## src/rtl/alu_seq_pkg.sv

```systemverilog
// Shared types, command layout and carry-op set for the ALU command sequencer.
package alu_seq_pkg;

    localparam int unsigned DATA_W    = 8;
    localparam int unsigned REG_IDX_W = 3;
    localparam int unsigned BIT_W     = 3;
    localparam int unsigned OP_W      = 4;
    localparam int unsigned CMD_W     = 16;

    localparam int unsigned OP_LSB   = 12;
    localparam int unsigned DST_LSB  = 9;
    localparam int unsigned SRCA_LSB = 6;
    localparam int unsigned SRCB_LSB = 3;
    localparam int unsigned BIT_LSB  = 0;

    typedef enum logic [OP_W-1:0] {
        OP_PASSB = 4'd0,  OP_PASSA = 4'd1,  OP_ADD  = 4'd2,  OP_SUB  = 4'd3,
        OP_AND   = 4'd4,  OP_INC   = 4'd5,  OP_DEC  = 4'd6,  OP_OR   = 4'd7,
        OP_ROL   = 4'd8,  OP_ZERO  = 4'd9,  OP_XOR  = 4'd10, OP_NOT  = 4'd11,
        OP_SETB  = 4'd12, OP_CLRB  = 4'd13, OP_SWAP = 4'd14, OP_ROR  = 4'd15
    } op_e;

    typedef enum logic [2:0] {
        ST_IDLE  = 3'd0,
        ST_FETCH = 3'd1,
        ST_EXEC  = 3'd2,
        ST_WRITE = 3'd3,
        ST_RESP  = 3'd4
    } state_e;

    typedef struct packed {
        op_e                  op;
        logic [REG_IDX_W-1:0] dst;
        logic [REG_IDX_W-1:0] src_a;
        logic [REG_IDX_W-1:0] src_b;
        logic [BIT_W-1:0]     bit_idx;
    } cmd_t;

    // One bit per opcode: add, sub, inc, dec and both rotates update carry
    localparam logic [15:0] CARRY_OPS = 16'b1000_0001_0110_1100;

    function automatic logic is_carry_op(input op_e op);
        return CARRY_OPS[op];
    endfunction

    function automatic cmd_t decode_cmd(input logic [CMD_W-1:0] w);
        cmd_t c;
        c.op      = op_e'(w[OP_LSB +: OP_W]);
        c.dst     = w[DST_LSB  +: REG_IDX_W];
        c.src_a   = w[SRCA_LSB +: REG_IDX_W];
        c.src_b   = w[SRCB_LSB +: REG_IDX_W];
        c.bit_idx = w[BIT_LSB  +: BIT_W];
        return c;
    endfunction

endpackage

```

## src/rtl/alu_sequencer_if.sv

```systemverilog
// Command, ALU and response signals between the sequencer and its host/ALU.
interface alu_sequencer_if;
    import alu_seq_pkg::*;

    logic              cmd_valid;
    logic              cmd_ready;
    logic [CMD_W-1:0]  cmd_word;
    logic [OP_W-1:0]   alu_inst;
    logic [DATA_W-1:0] alu_a;
    logic [DATA_W-1:0] alu_b;
    logic [BIT_W-1:0]  alu_bit;
    logic              alu_we;
    logic [DATA_W-1:0] alu_ans;
    logic              alu_carry;
    logic              rsp_valid;
    logic              rsp_ready;
    logic [DATA_W-1:0] rsp_data;
    logic              rsp_carry;

    modport master (
        output cmd_valid, cmd_word, alu_ans, alu_carry, rsp_ready,
        input  cmd_ready, alu_inst, alu_a, alu_b, alu_bit, alu_we,
               rsp_valid, rsp_data, rsp_carry
    );

    modport slave (
        input  cmd_valid, cmd_word, alu_ans, alu_carry, rsp_ready,
        output cmd_ready, alu_inst, alu_a, alu_b, alu_bit, alu_we,
               rsp_valid, rsp_data, rsp_carry
    );
endinterface

```

## src/rtl/alu_regfile.sv

```systemverilog
// 8x8 register file: two combinational read ports, one synchronous write port.
module alu_regfile
    import alu_seq_pkg::*;
#(
    parameter int unsigned NREGS = 8
) (
    input  logic                 clk2,
    input  logic                 reset,
    input  logic                 we,
    input  logic [REG_IDX_W-1:0] waddr,
    input  logic [DATA_W-1:0]    wdata,
    input  logic [REG_IDX_W-1:0] raddr_a,
    input  logic [REG_IDX_W-1:0] raddr_b,
    output logic [DATA_W-1:0]    rdata_a_c,
    output logic [DATA_W-1:0]    rdata_b_c
);

    logic [DATA_W-1:0] regs [NREGS];

    always_ff @(posedge clk2 or negedge reset) begin
        if (!reset) begin
            for (int i = 0; i < int'(NREGS); i++) begin
                regs[i] <= '0;
            end
        end else if (we) begin
            regs[waddr] <= wdata;
        end
    end

    assign rdata_a_c = regs[raddr_a];
    assign rdata_b_c = regs[raddr_b];

endmodule

```

## src/rtl/alu_sequencer.sv

```systemverilog
// Sequences one command at a time: fetch operands, strobe the ALU, write back, respond.
module alu_sequencer
    import alu_seq_pkg::*;
#(
    parameter int unsigned NREGS = 8
) (
    input  logic           clk2,
    input  logic           reset,
    alu_sequencer_if.slave bus,
    output logic           carry_flag
);

    state_e            state;
    state_e            state_nxt;
    cmd_t              cmd_q;
    logic              load_cmd_c;
    logic              load_ops_c;
    logic              rf_we_c;
    logic              cmd_ready_d;
    logic              alu_we_d;
    logic              rsp_valid_d;
    logic [DATA_W-1:0] rd_a_c;
    logic [DATA_W-1:0] rd_b_c;

    alu_regfile #(.NREGS(NREGS)) u_regfile (
        .clk2      (clk2),
        .reset     (reset),
        .we        (rf_we_c),
        .waddr     (cmd_q.dst),
        .wdata     (bus.alu_ans),
        .raddr_a   (cmd_q.src_a),
        .raddr_b   (cmd_q.src_b),
        .rdata_a_c (rd_a_c),
        .rdata_b_c (rd_b_c)
    );

    always_ff @(posedge clk2 or negedge reset) begin
        if (!reset) state <= ST_IDLE;
        else        state <= state_nxt;
    end

    always_comb begin
        state_nxt = state;
        case (state)
            ST_IDLE:  if (bus.cmd_valid) state_nxt = ST_FETCH;
            ST_FETCH: state_nxt = ST_EXEC;
            ST_EXEC:  state_nxt = ST_WRITE;
            ST_WRITE: state_nxt = ST_RESP;
            ST_RESP:  if (bus.rsp_ready) state_nxt = ST_IDLE;
            default:  state_nxt = ST_IDLE;
        endcase
    end

    // Registered flags are decoded from the next state so they line up with it
    always_comb begin
        load_cmd_c  = 1'b0;
        load_ops_c  = 1'b0;
        rf_we_c     = 1'b0;
        cmd_ready_d = (state_nxt == ST_IDLE);
        alu_we_d    = (state_nxt == ST_EXEC);
        rsp_valid_d = (state_nxt == ST_RESP);
        case (state)
            ST_IDLE:  load_cmd_c = bus.cmd_valid;
            ST_FETCH: load_ops_c = 1'b1;
            ST_WRITE: rf_we_c    = 1'b1;
            default:  ;
        endcase
    end

    // ALU controls stay held through WRITE so the combinational result is stable
    always_ff @(posedge clk2 or negedge reset) begin
        if (!reset) begin
            cmd_q         <= '0;
            bus.cmd_ready <= 1'b1;
            bus.alu_we    <= 1'b0;
            bus.rsp_valid <= 1'b0;
            bus.alu_inst  <= '0;
            bus.alu_a     <= '0;
            bus.alu_b     <= '0;
            bus.alu_bit   <= '0;
            bus.rsp_data  <= '0;
            bus.rsp_carry <= 1'b0;
            carry_flag    <= 1'b0;
        end else begin
            bus.cmd_ready <= cmd_ready_d;
            bus.alu_we    <= alu_we_d;
            bus.rsp_valid <= rsp_valid_d;
            if (load_cmd_c) cmd_q <= decode_cmd(bus.cmd_word);
            if (load_ops_c) begin
                bus.alu_a    <= rd_a_c;
                bus.alu_b    <= rd_b_c;
                bus.alu_inst <= cmd_q.op;
                bus.alu_bit  <= cmd_q.bit_idx;
            end
            if (rf_we_c) begin
                bus.rsp_data <= bus.alu_ans;
                if (is_carry_op(cmd_q.op)) begin
                    carry_flag    <= bus.alu_carry;
                    bus.rsp_carry <= bus.alu_carry;
                end else begin
                    bus.rsp_carry <= carry_flag;
                end
            end
        end
    end

endmodule

```

## src/flat_wrapper.sv

```systemverilog
// flat-port wrapper written by rule: the top's interface ports become plain ports
module alu_sequencer_flat import alu_seq_pkg::*;
#(
    parameter int unsigned NREGS = 8
)
  (clk2, reset, carry_flag, bus_cmd_valid, bus_cmd_word, bus_alu_ans, bus_alu_carry, bus_rsp_ready, bus_cmd_ready, bus_alu_inst, bus_alu_a, bus_alu_b, bus_alu_bit, bus_alu_we, bus_rsp_valid, bus_rsp_data, bus_rsp_carry);
  alu_sequencer_if bus_i ();
  input  logic clk2;
  input  logic reset;
  output logic carry_flag;
  input wire logic [$bits(bus_i.cmd_valid)-1:0] bus_cmd_valid;
  input wire logic [$bits(bus_i.cmd_word)-1:0] bus_cmd_word;
  input wire logic [$bits(bus_i.alu_ans)-1:0] bus_alu_ans;
  input wire logic [$bits(bus_i.alu_carry)-1:0] bus_alu_carry;
  input wire logic [$bits(bus_i.rsp_ready)-1:0] bus_rsp_ready;
  output wire logic [$bits(bus_i.cmd_ready)-1:0] bus_cmd_ready;
  output wire logic [$bits(bus_i.alu_inst)-1:0] bus_alu_inst;
  output wire logic [$bits(bus_i.alu_a)-1:0] bus_alu_a;
  output wire logic [$bits(bus_i.alu_b)-1:0] bus_alu_b;
  output wire logic [$bits(bus_i.alu_bit)-1:0] bus_alu_bit;
  output wire logic [$bits(bus_i.alu_we)-1:0] bus_alu_we;
  output wire logic [$bits(bus_i.rsp_valid)-1:0] bus_rsp_valid;
  output wire logic [$bits(bus_i.rsp_data)-1:0] bus_rsp_data;
  output wire logic [$bits(bus_i.rsp_carry)-1:0] bus_rsp_carry;
  assign bus_i.cmd_valid = bus_cmd_valid;
  assign bus_i.cmd_word = bus_cmd_word;
  assign bus_i.alu_ans = bus_alu_ans;
  assign bus_i.alu_carry = bus_alu_carry;
  assign bus_i.rsp_ready = bus_rsp_ready;
  assign bus_cmd_ready = bus_i.cmd_ready;
  assign bus_alu_inst = bus_i.alu_inst;
  assign bus_alu_a = bus_i.alu_a;
  assign bus_alu_b = bus_i.alu_b;
  assign bus_alu_bit = bus_i.alu_bit;
  assign bus_alu_we = bus_i.alu_we;
  assign bus_rsp_valid = bus_i.rsp_valid;
  assign bus_rsp_data = bus_i.rsp_data;
  assign bus_rsp_carry = bus_i.rsp_carry;
  alu_sequencer #(.NREGS(NREGS)) u_core (.clk2(clk2), .reset(reset), .bus(bus_i), .carry_flag(carry_flag));
endmodule
```

## config.mk

```make
export PLATFORM = sky130hd
export DESIGN_NAME = alu_sequencer_flat
export DESIGN_NICKNAME = d
export VERILOG_FILES = /design/src/rtl/alu_seq_pkg.sv /design/src/rtl/alu_sequencer_if.sv /design/src/rtl/alu_regfile.sv /design/src/rtl/alu_sequencer.sv /design/src/flat_wrapper.sv
export SDC_FILE = /design/constraint.sdc
export NUM_CORES = 1
export LEC_CHECK = 0
export ABC_AREA = 0
export CORE_MARGIN = 1.5
export CORE_UTILIZATION = 60
export DETAILED_ROUTE_END_ITERATION = 8
export PLACE_DENSITY = 0.89
export SYNTH_ARGS = -nofsm -noshare
export SYNTH_HDL_FRONTEND = slang
export SYNTH_SLANG_ARGS = --single-unit
```

## constraint.sdc

```tcl
create_clock -name clk2 -period 5.2 [get_ports clk2]
set_clock_uncertainty 0.15 [all_clocks]
set_input_delay 0.52 -clock clk2 [delete_from_list [all_inputs] [get_ports clk2]]
set_output_delay 0.52 -clock clk2 [all_outputs]
set_load 0.1 [all_outputs]
```

==> reports/metrics.yaml, run 1 <==
drv_cap: 0
track_usage_pct: 31.2
numCtsBuffers: 17
io_pins: 65
cts_hold_buf: 0
place_hpwl_mm: 8.26
gp_congestion: 0.785
grtUsageMet1_pct: 39.9
grt_pass1_wl_mm: 22.9
crit-reg2reg-capture: "u_core.u_regfile.regs[7]"
yosysWarnings: 0
synth_cells: 421
layoutNonFillerInstCount: 602
hold_violations: 2
cts_setup_buffers: 0
max_slew_margin_pct: 21.4
cp-start-kind: "flip-flop"
initial_core_util_pct: 62.7
cts.sinks: 118
async_flop_share_pct: 100
critPathSlowestCell: "clkdlybuf4s50_1"
synth_top_family_by_area: "multiplexers"
holdWs_ns: -0.00416
critPathBufInv: 1
dp_slack_ns: 2.62
syn-num-nets: 452
synth_fa_ha_area_share_pct: 0.451
grt_pass1_vias: 4132
reg2reg_depth: 3
synth-seq-cells: 118
crit_chain: "clkdlybuf4s50_1"
synth_xor_area_share_pct: 0.158
antenna_found_initial: 0
vias: 3887
dpl_cell_area_mm2: 0.00624
fmax_ghz: 0.355
drt-total-wl_mm: 14.3
path_clk_slew_ns: 0.06
violations: "hold timing"
final_max_slew_viol_count: 0
syn_avg_cell_area_um2: 13.2
grt-busiest-layer: "met2"
crit_required_ns: 4.53
synth-simple-area-share_pct: 6.13
synth.distinct_cells: 32
dp.cells: 570
finish.instance_area_mm2: 0.00683
cts_buffer_depth: 2
r2r_slack_ns: 2.81
synth-main-ff-cell: "dfrtp_1"
gr-total-overflow: 0
drt_pass1_iterations: 4
slowest_delay_ns: 1.12
final.min_clock_period_ns: 2.81
die-area_mm2: 0.00984
cts_tree: "built"
worstSetupPathType: "reg -> out"
setup_tns_ns: 0
yosysTopAreaCell: "dfrtp_1"
synth_area_mm2: 0.00555
critPathMaxFanout: 1
die_width_um: 99.2
area_growth_pct: 23.1
drive_gt1_share_pct: 32.6
synth_compound_area_share_pct: 6.85
post_cts_resized: 0
outcome: "finished with violations"
finalSetupViolCount: 0
ant_nets: 0
worstHoldPathType: "in -> async"
use_met2_pct: 51.4
synth.top_cells.by_area: "dfrtp_1 53%, mux2_2 23%, mux2i_1 5.8%"
port_buffers: 64
viasPerCell: 6.46
root_buffer: "clkbuf_8"
dr.first_iter.drc_count: 225
drcViolationCount: 0
antenna_cells: 0
ys_seq_area_share_pct: 53.2
period_share_pct: 54.1
cts_max_level: 4
synth_edf_count: 0
regToRegStartpoint: "u_core.state[2]"
tightest_slew_ns: 1.18
setup_ws_ns: 2.39
clk_latency_ns: 0.52
use_met3_pct: 7.17
muxShareOfSynthArea_pct: 30.9
cp.arrival_ns: 2.14
wl_per_cell_um: 23.7
num-fill-cells: 543
coreArea_mm2: 0.00885
rsz0062_at_grt: "false"
chipHeight_um: 99.2
nets: 512
grt_max_degree: 78
yosysTopAreaCellShare_pct: 52.7
std_cell_rows: 34
crit_path_end_kind: "output port"
crit_family: "buffers and inverters"
## cells in the mapped netlist, types with 2 or more instances
library cell,n
or4b_2,2
a22o_1,16
buf_1,5
nand3b_1,3
buf_2,5
mux2_2,111
nor3_1,2
o31ai_1,16
o21ai_0,4
dfrtp_1,117
nor2_2,2
nor3_2,2
buf_4,2
mux2i_1,32
inv_1,3
nor2b_1,3
nand2b_1,2
nand2_1,40
mux2_4,8
nor2_1,6
o22ai_1,16
ha_1,2
clkbuf_1,13
## stage by stage
step,util (%),hold slack [ns]
finish,77.2,-0.00416
detailed placement,70.5,0.312
global placement,70.5,0.308
global route,77.2,0.0859
floorplan,-,0.0744
CTS,77.2,0.0352
## worst max path at each step
stage	start	endpoint	slack [ns]	depth (start not counted)
final	u_core.bus.cmd_ready	bus_cmd_ready	2.39	1
after global routing	u_core.bus.cmd_ready	bus_cmd_ready	2.37	1
after CTS	u_core.bus.cmd_ready	bus_cmd_ready	2.38	1
after detailed placement	bus_cmd_valid	u_core.cmd_q[11]	2.62	3
after global placement	bus_cmd_valid	u_core.cmd_q[6]	2.70	3
after floorplan	u_core.state[2]	u_core.u_regfile.regs[56]	3.09	5
## state kept, by name, indices dropped and copies added, names as in the netlist, 3 cells and up
signal                 flops
u_core.bus.alu_a           8
u_core.bus.alu_b           8
u_core.bus.alu_bit         3
u_core.bus.alu_inst        4
u_core.bus.rsp_data        8
u_core.cmd_q              16
u_core.state               3
u_core.u_regfile.regs     64
## layout make-up
| class | count | area, µm² | area share (%) |
|---|---|---|---|
| Inverter | 3 | 11.3 | 0.165 |
| Clock inverter | 9 | 150 | 2.20 |
| Multi-Input combinational cell | 274 | 2480 | 36.2 |
| Clock buffer | 23 | 447 | 6.54 |
| Sequential cell | 118 | 2950 | 43.2 |
| Timing Repair Buffer | 67 | 661 | 9.67 |
| Tap cell | 108 | 135 | 1.98 |
## routing by layer
metal | vias to the layer above | wire length (µm)
met5 | - | 0
met4 | 0 | 453
met3 | 35 | 1050
met2 | 181 | 7200
met1 | 2010 | 5560
li1 | 1661 | -
## cells in the final DEF, fill, tap and decap left out, types with 2 or more instances in the layout
cell type,instances
a22o_1,16
buf_4,4
bufinv_16,4
clkbuf_1,5
clkbuf_16,16
clkbuf_8,2
clkdlybuf4s50_1,63
clkinv_2,3
clkinvlp_4,2
dfrtp_1,117
ha_1,2
inv_1,3
mux2_2,111
mux2_4,8
mux2i_1,32
nand2_1,40
nand2b_1,2
nand3b_1,3
nor2_1,6
nor2_2,2
nor2b_1,3
nor3_1,2
nor3_2,2
o21ai_0,4
o22ai_1,16
o31ai_1,16
or4b_2,2
## cells by family after synthesis
kind of cell / Yosys count
muxes: 152
DFF: 118
and+or+nand+nor: 67
AOI/OAI and AO/OA: 52
buffers and inverters: 29
adders and majority gates: 2
xor gates and xnor gates: 1
Power of run 1 is not shown: default switching activity piles up to over one toggle a cycle in this logic, so the estimate is an artifact.
==> inputs of run 2 (changes only) <==
- CORE_UTILIZATION: 60 -> 56
- PLACE_DENSITY: 0.89 -> 0.84
- clock period: 5.2 -> 2.7 ns (I/O delays scaled with it)
==> run 2 against run 1 <==
  * The run now ends clean
  * Highest routed layer unchanged
  * Sequential share of layout area decreased by 0.29 points
  * Die area increased by 6.9%
  * Non-clock buffer count increased by 11
  * Cell count rose by 6.0%
  * Via count shrank 0.90%
  * Count of clock-buffer cells in the layout decreased by 5
  * Critical path depth rose by 2
  * Critical path type is now reg -> reg
  * Hold slack better by 0.17 ns
  * Flip-flop and latch count unchanged
  * Global-route usage decreased by 1.6 points
==> reports/metrics.yaml, run 2 (synthesis results as in run 1) <==
drive_gt1_share_pct: 42.0  # +9.4 points
final.min_clock_period_ns: 2.23
clk_latency_ns: 0.53  # about the same
die_width_um: 103  # +3.4%
cts_setup_buffers: 0  # unchanged
gp_congestion: 0.827  # +5.4%
fmax_ghz: 0.449
crit_path_end_kind: "flip-flop"
largest_register_ff_count: 64  # unchanged
numCtsBuffers: 17  # unchanged
cp.arrival_ns: 2.48  # +0.34 ns
cts_buffer_depth: 2  # unchanged
ant_nets: 0  # unchanged
tightest_slew_ns: 0.930  # -0.245 ns
vias: 3852  # -0.90%
grt_pass1_vias: 4132  # unchanged
reg_top3: "u_core.u_regfile.regs: 64 flops, u_core.cmd_q: 16 flops"
wl_per_cell_um: 22.1  # -6.9%
coreArea_mm2: 0.00968  # +9.4%
cts.sinks: 118  # unchanged
hold_violations: 0  # -2
antenna_cells: 0  # unchanged
drv_cap: 0  # unchanged
drt-total-wl_mm: 14.1  # -1.3%
std_cell_rows: 36  # +5.9%
nets: 523  # +2.1%
root_buffer: "clkbuf_8"
die-area_mm2: 0.0105  # +6.9%
crit_required_ns: 2.96  # -1.57 ns
viasPerCell: 6.04  # -6.5%
path_clk_slew_ns: 0.06  # about the same
reg2reg_depth: 3  # unchanged
rsz0062_at_grt: "false"
layout_common_cells: "117 x dfrtp_1, 111 x mux2_2, 49 x buf_4, 40 x nand2_1, 32 x mux2i_1"
post_cts_resized: 0  # unchanged
critPathMaxFanout: 8  # +7
gr-total-overflow: 0  # unchanged
period_share_pct: 82.4
hold_depth: 3
regMostFlops: "u_core.u_regfile.regs"
grt_pass1_wl_mm: 22.3  # -2.6%
worstHoldPathType: "in -> reg"
finalSetupViolCount: 0  # unchanged
dr.first_iter.drc_count: 258  # +15%
worstSetupPathType: "reg -> reg"
grt_max_degree: 54  # -31%
area_growth_pct: 23.9
fin_util_pct: 71.0  # -6.2 points
cp-start-kind: "flip-flop"
drcViolationCount: 0  # unchanged
antenna_found_initial: 0  # unchanged
cts_hold_buf: 1  # +1
initial_core_util_pct: 57.3  # -5.4 points
drt_pass1_iterations: 4  # unchanged
port_buffers: 64  # unchanged
setup_tns_ns: 0  # unchanged
track_usage_pct: 29.6  # -1.6 points
num-fill-cells: 660  # +22%
outcome: "finished clean"
place_hpwl_mm: 8.82  # +6.8%
chipHeight_um: 103  # +3.4%
cts_tree: "built"
cts_max_level: 4  # unchanged
layout_commonest_cell: "dfrtp_1"
max_slew_margin_pct: 37.9  # +17 points
final_max_slew_viol_count: 0  # unchanged
io_pins: 65  # unchanged
## run 2: layout make-up
class                           instances  area [µm²]  area share, %
Sequential cell                       118        2950           42.9
Multi-Input combinational cell        274        2480           36.0
Timing Repair Buffer                   78         668           9.71
Clock buffer                           18         428           6.22
Clock inverter                         14         176           2.56
Tap cell                              133         166           2.42
Inverter                                3        11.3          0.164
## run 2: path summary, 6_finish.rpt
path,endpoint,startpoint,slack (ns)
min in group asynchronous,u_core.u_regfile.regs[12],reset,0.19
max in group asynchronous,u_core.u_regfile.regs[8],reset,1.42
worst min register to register,u_core.bus.alu_bit[1],u_core.cmd_q[1],0.32
worst min-delay path,u_core.cmd_q[13],bus_cmd_word[13],0.17
worst max register to register,u_core.u_regfile.regs[62],u_core.state[0],0.47
worst max-delay path,u_core.u_regfile.regs[62],u_core.state[0],0.47
## run 2: stage by stage
stage	instances	hold slack (ns)	cell area, µm²	setup slack (ns)
5_1_grt	638	0.191	6880	0.445
4_1_cts	638	0.152	6880	0.485
2_1_floorplan	421	-0.176	5550	0.586
3_5_place_dp	605	0.209	6270	0.510
3_3_place_gp	605	0.201	6270	0.559
6_report	638	0.166	6880	0.475
## run 2: metal layers
metal | track usage [%] | up-vias | part of all wire (%)
li1 | - | 1691 | -
met4 | 14.6 | 0 | 3.4
met5 | 0 | - | 0
met3 | 7.25 | 46 | 5.3
met1 | 35.6 | 1967 | 40
met2 | 50.0 | 148 | 51
## run 2: critical path, stage by stage (launching register included)
cell     delay (ns)
dfrtp_1        0.51
or3b_1         0.48
or4b_4         0.63
mux2_4         0.34
Power of run 2 is left out for the same reason.
